## config.mk

```make
export PLATFORM = sky130hd
export DESIGN_NAME = pe_dual_mode
export DESIGN_NICKNAME = d
export VERILOG_FILES = /design/src/rtl/pe_pkg.sv /design/src/rtl/pe_sat_adder.sv /design/src/rtl/pe_dual_mode.sv
export SDC_FILE = /design/constraint.sdc
export NUM_CORES = 1
export LEC_CHECK = 0
export ABC_AREA = 1
export CORE_AREA = 2 2 121 123
export DETAILED_ROUTE_END_ITERATION = 7
export DIE_AREA = 0 0 123 125
export PLACE_DENSITY = 0.71
export REMOVE_ABC_BUFFERS = 1
export SYNTH_ARGS = -nofsm -noshare
export SYNTH_HDL_FRONTEND = slang
export SYNTH_SLANG_ARGS = --single-unit
```

## constraint.sdc

```tcl
create_clock -name CLK -period 11.75 [get_ports CLK]
set_clock_uncertainty 0.2 [all_clocks]
set_input_delay 3.525 -clock CLK [delete_from_list [all_inputs] [get_ports CLK]]
set_output_delay 3.525 -clock CLK [all_outputs]
set_load 0.02 [all_outputs]
```

## src/rtl/pe_pkg.sv

```systemverilog
// Shared constants for the dual-mode systolic processing element.
package pe_pkg;
  localparam logic MODE_WS = 1'b0;
  localparam logic MODE_OS = 1'b1;
  localparam int DEF_DATA_WIDTH = 8;
  localparam int DEF_ACC_WIDTH  = 2*DEF_DATA_WIDTH + 4;
endpackage

```

## src/rtl/pe_sat_adder.sv

```systemverilog
// Combinational ACC-width adder with one guard bit; flags overflow and optionally clamps.
module pe_sat_adder #(
  parameter int WIDTH    = 20,
  parameter int SIGNED   = 0,
  parameter int SATURATE = 1
) (
  input  logic [WIDTH-1:0] a,
  input  logic [WIDTH-1:0] b,
  output logic [WIDTH-1:0] sum,
  output logic             overflow
);

  logic [WIDTH:0] ext_a, ext_b, raw;

  // Clamp target: the guard bit of the raw result gives the true sign of the overflowed sum.
  function automatic logic [WIDTH-1:0] sat_value(input logic negative);
    if (SIGNED != 0)
      return negative ? {1'b1, {(WIDTH-1){1'b0}}} : {1'b0, {(WIDTH-1){1'b1}}};
    else
      return {WIDTH{1'b1}};
  endfunction

  always_comb begin
    ext_a    = {(SIGNED != 0) & a[WIDTH-1], a};
    ext_b    = {(SIGNED != 0) & b[WIDTH-1], b};
    raw      = ext_a + ext_b;
    overflow = (SIGNED != 0) ? (raw[WIDTH] ^ raw[WIDTH-1]) : raw[WIDTH];
    sum      = raw[WIDTH-1:0];
    if (overflow && (SATURATE != 0))
      sum = sat_value(raw[WIDTH]);
  end

endmodule

```

## src/rtl/pe_dual_mode.sv

```systemverilog
// Systolic PE with run-time weight-stationary / output-stationary dataflow,
// double-buffered weight and saturating accumulation.
module pe_dual_mode
  import pe_pkg::*;
#(
  parameter int DATA_WIDTH = DEF_DATA_WIDTH,
  parameter int ACC_WIDTH  = 2*DATA_WIDTH + 4,
  parameter int SIGNED     = 0,
  parameter int SATURATE   = 1
) (
  input  logic                  CLK,
  input  logic                  ASYNC_RST,
  input  logic                  SYNC_RST,
  input  logic                  EN,
  input  logic                  Mode,
  input  logic                  WLoad,
  input  logic                  WSwap,
  input  logic                  Drain,
  input  logic                  InValid,
  input  logic [DATA_WIDTH-1:0] Input,
  input  logic [DATA_WIDTH-1:0] Weight,
  input  logic [ACC_WIDTH-1:0]  PsumIn,
  output logic [DATA_WIDTH-1:0] ToRight,
  output logic                  ToRightValid,
  output logic [DATA_WIDTH-1:0] ToDown,
  output logic                  ToDownValid,
  output logic [ACC_WIDTH-1:0]  PsumOut,
  output logic                  PsumOutValid,
  output logic                  Overflow
);

  logic                        mode_q;
  logic [DATA_WIDTH-1:0]       shadow_p1, active_p1, mul_w_p0;
  logic signed [ACC_WIDTH-1:0] acc_p1, add_a_p0, prod_p0, sum_p0;
  logic                        ovf_p0;

  function automatic logic signed [ACC_WIDTH-1:0] extend(input logic [DATA_WIDTH-1:0] x);
    logic pad;
    pad = (SIGNED != 0) & x[DATA_WIDTH-1];
    return $signed({{(ACC_WIDTH-DATA_WIDTH){pad}}, x});
  endfunction

  // ---- stage p0: operand select, multiply at accumulator width, add ----
  always_comb begin
    mul_w_p0 = (mode_q == MODE_OS) ? Weight : active_p1;
    prod_p0  = extend(Input) * extend(mul_w_p0);
    add_a_p0 = (mode_q == MODE_OS) ? acc_p1 : $signed(PsumIn);
  end

  pe_sat_adder #(
    .WIDTH   (ACC_WIDTH),
    .SIGNED  (SIGNED),
    .SATURATE(SATURATE)
  ) u_adder (
    .a       (add_a_p0),
    .b       (prod_p0),
    .sum     (sum_p0),
    .overflow(ovf_p0)
  );

  // ---- stage p1: registered state and outputs ----
  always_ff @(posedge CLK or negedge ASYNC_RST) begin
    if (!ASYNC_RST) begin
      mode_q <= MODE_WS; shadow_p1 <= '0; active_p1 <= '0; acc_p1 <= '0;
      ToRight <= '0; ToRightValid <= 1'b0; ToDown <= '0; ToDownValid <= 1'b0;
      PsumOut <= '0; PsumOutValid <= 1'b0; Overflow <= 1'b0;
    end else if (SYNC_RST) begin
      mode_q <= MODE_WS; shadow_p1 <= '0; active_p1 <= '0; acc_p1 <= '0;
      ToRight <= '0; ToRightValid <= 1'b0; ToDown <= '0; ToDownValid <= 1'b0;
      PsumOut <= '0; PsumOutValid <= 1'b0; Overflow <= 1'b0;
    end else if (EN) begin
      if (Mode != mode_q) begin
        // Dataflow switch: flush the local sum, suppress this cycle's beats, keep weights.
        mode_q       <= Mode;
        acc_p1       <= '0;
        ToRightValid <= 1'b0;
        ToDownValid  <= 1'b0;
        PsumOutValid <= 1'b0;
      end else if (mode_q == MODE_WS) begin
        ToDownValid  <= WLoad;
        ToRightValid <= InValid;
        PsumOutValid <= InValid;
        if (WLoad) begin
          shadow_p1 <= Weight;
          ToDown    <= shadow_p1;
        end
        if (WSwap)
          active_p1 <= shadow_p1;
        if (InValid) begin
          PsumOut  <= sum_p0;
          ToRight  <= Input;
          Overflow <= Overflow | ovf_p0;
        end
      end else begin
        ToRightValid <= InValid;
        ToDownValid  <= InValid;
        PsumOutValid <= Drain;
        if (InValid) begin
          ToRight  <= Input;
          ToDown   <= Weight;
          Overflow <= Overflow | ovf_p0;
        end
        if (Drain) begin
          PsumOut <= InValid ? sum_p0 : acc_p1;
          acc_p1  <= '0;
        end else if (InValid) begin
          acc_p1 <= sum_p0;
        end
      end
    end
  end

endmodule

```

==> flow_metrics.tcl <==
set metrics [dict create \
    run_status "finished clean" \
    ant_nets 0 \
    synth_top_cell_area_share_pct 27.7 \
    antenna_found_initial 0 \
    final_nets 1202 \
    period_share_pct 75.7 \
    start_kind "input pin" \
    route.met2.wl_mm 9.04 \
    met1_length_mm 8.00 \
    drc_errors 0 \
    p_leak_nw 4.46 \
    dp.final_hpwl_mm 14.2 \
    synth_ff_type "dfrtp_1" \
    synthTopCellsByCount "nand2_1, inv_1, dfrtp_1" \
    clkPwrFrac_pct 30.4 \
    finalWirelength_mm 18.7 \
    setup_viol 0 \
    cts-resized-gates 0 \
    cts_tree "yes" \
    seq_area_frac_synth_pct 27.7 \
    total_power_w 0.000933 \
    synth_top_area_cell "dfrtp_1" \
    grt_pass1_wl_mm 31.2 \
    worstSetupPathType "input pin to flop" \
    p_per_area_nw_per_um2 113 \
    syn_area_per_cell_um2 7.00 \
    antenna_cells 0 \
    ios 85 \
    die_w_um 123 \
    rsz0062_at_grt "false" \
    grt_pass1_vias 6323 \
    crit_fanout 23 \
    clock_sinks 77 \
    finalMaxSlewViolations 0 \
    htreeDepth 3 \
    setup_tns_ns 0 \
    io_buffers 84 \
    drive_above_1_share_pct 2.80 \
    avgViaCountPerCell 5.13 \
    post_cts_buffers 0 \
    initial_utilization_pct 49.0 \
    arrival_ns 8.90 \
    switchingPower_w 0.000356 \
    synth_warnings 0 \
    route.met3.wl_mm 1.05 \
    cpMostUsedCell "nand2_1" \
    wire_per_inst_um 14.9 \
    worstSkewPairLatency_ns 0.36 \
    seq_power_share_pct 30.0 \
    synth_area_um2 6950 \
    grt_remaining_overflow 0 \
    critPathBufInv 7 \
    hold_class "flop to flop" \
    crit_path_end_kind "flop" \
    cts_root_buf "clkbuf_16" \
    pwr-share-comb_pct 39.6 \
    min_period_ns 8.90 \
    slowest_delay_ns 0.62 \
    row_count 44 \
    first_iter_violations 527 \
    cp.required_ns 11.75 \
    grt_max_degree 78 \
    highest_layer "met4" \
    nFillCells 1392 \
    grt.total_usage_pct 25.9 \
    vias 6443 \
    timing.fmax_ghz 0.112 \
    dr.pass1.iters 5 \
    syn_inst 994 \
    path_delay_family "adder cells" \
    holdWs_ns 0.277 \
    cts_hold_buf 0 \
    async_flop_share_pct 100 \
    syn_to_final_growth_pct 18.4 \
    clockBufferDepth 2 \
    ys_ff_latch 77 \
    tightest_slew_ns 1.02 \
    synth_edf_count 0 \
    utilization_pct 57.9 \
    gp_congestion 0.908 \
    ir_drop_uv 81.8 \
    slowest_stage "a21oi_1" \
    cts_buffers 9 \
    synth_area_leaders "dfrtp_1, nand2_1, fa_1" \
    chipHeight_um 125 \
    slew_headroom_pct 31.9 \
    ys_types 30 \
    internal_power_w 0.000577 \
    yosysMostFrequentCell "nand2_1" \
    switching_share_pct 38.1 \
    clk_pin_slew_worst_paths_ns 0.06 \
    drv_cap 0 \
    reg2reg_setup_slack_ns 5.67 \
    hold_viol 0 \
    core_um2 14200 \
    dieArea_um2 15400 \
]
==> worst register-to-register path: cells and delay by family (launching register included) <==
kind | cells | cell delay, ns
fa+ha+maj | 5 | 2.23
flops | 1 | 0.40
simple gates | 11 | 1.12
compound gates | 3 | 1.24
buf+inv | 7 | 0.73
==> power groups by stage <==
stage	Sequential, W	Clock (W)	Combinational (W)
after floorplan	0.000294	0	0.000247
after global placement	0.000284	0	0.000364
after detailed placement	0.000284	0	0.000368
after CTS	0.000280	0.000286	0.000372
after global routing	0.000280	0.000299	0.000424
final	0.000279	0.000284	0.000369
==> logic make-up after synthesis <==
group	share of synthesized area (%)
and+or+nand+nor	27.3
buffers and inverters	12.9
AOI/OAI and AO/OA	9.27
adders and majority gates	21.8
DFF	27.7
xor gates and xnor gates	0.882
muxes	0.144
==> registers in the layout (all words and copies together), names as in the netlist <==
signal and flops:
Overflow 1, PsumOut 20, PsumOutValid 1, ToDown 8
ToDownValid 1, ToRight 8, ToRightValid 1, acc_p1 20
active_p1 8, mode_q 1, shadow_p1 8
==> final timing paths <==
path                                            to  cells past startpoint                    start
max                         acc_p1[16]$_DFFE_PN0P_                     26                Weight[6]
min in group asynchronous   ToRight[7]$_DFFE_PN0P_                      1                ASYNC_RST
min reg2reg                PsumOut[14]$_DFFE_PN0P_                      2  PsumOut[14]$_DFFE_PN0P_
max reg2reg                 acc_p1[16]$_DFFE_PN0P_                     26       mode_q$_DFFE_PN0P_
min                        PsumOut[14]$_DFFE_PN0P_                      2  PsumOut[14]$_DFFE_PN0P_
max in group asynchronous       mode_q$_DFFE_PN0P_                      1                ASYNC_RST
==> layout make-up <==
class                   count  area (um^2)  share of cell area [%]
clock buffers              11          233                    2.83
well taps                 184          230                    2.80
inverters                 207          777                    9.44
multi-input cells         683         4130                    50.2
clock inverters             5         60.1                   0.730
flip-flops and latches     77         1930                    23.4
repair buffers             88          868                    10.6
==> through the flow <==
| step | cells | cell area [um^2] | worst slack, ns |
|---|---|---|---|
| 5_1_grt | 1255 | 8230 | 2.49 |
| 2_1_floorplan | 967 | 6830 | 3.72 |
| 4_1_cts | 1255 | 8230 | 2.89 |
| 3_3_place_gp | 1239 | 7940 | 2.65 |
| 6_report | 1255 | 8230 | 2.85 |
| 3_5_place_dp | 1239 | 7940 | 2.52 |
==> placed cells by master (no fill, tap or decap), types with 5 or more instances in the layout <==
master,n
nand2_1,309
inv_1,204
clkdlybuf4s50_1,83
dfrtp_1,76
nand3_1,76
nor2_1,68
o21ai_0,50
fa_1,50
ha_1,41
a21oi_1,26
o22ai_1,24
clkbuf_16,9
nand4_1,7
o31ai_1,7
xnor2_1,6
buf_4,5
==> layer usage <==
layer  global-route usage, %  up-vias
met5                       0        -
met4                    10.6        0
met3                    3.56       35
met2                    42.4      208
met1                    34.5     2994
li1                        -     3206
No activity file was read; power rests on OpenSTA's default activity.
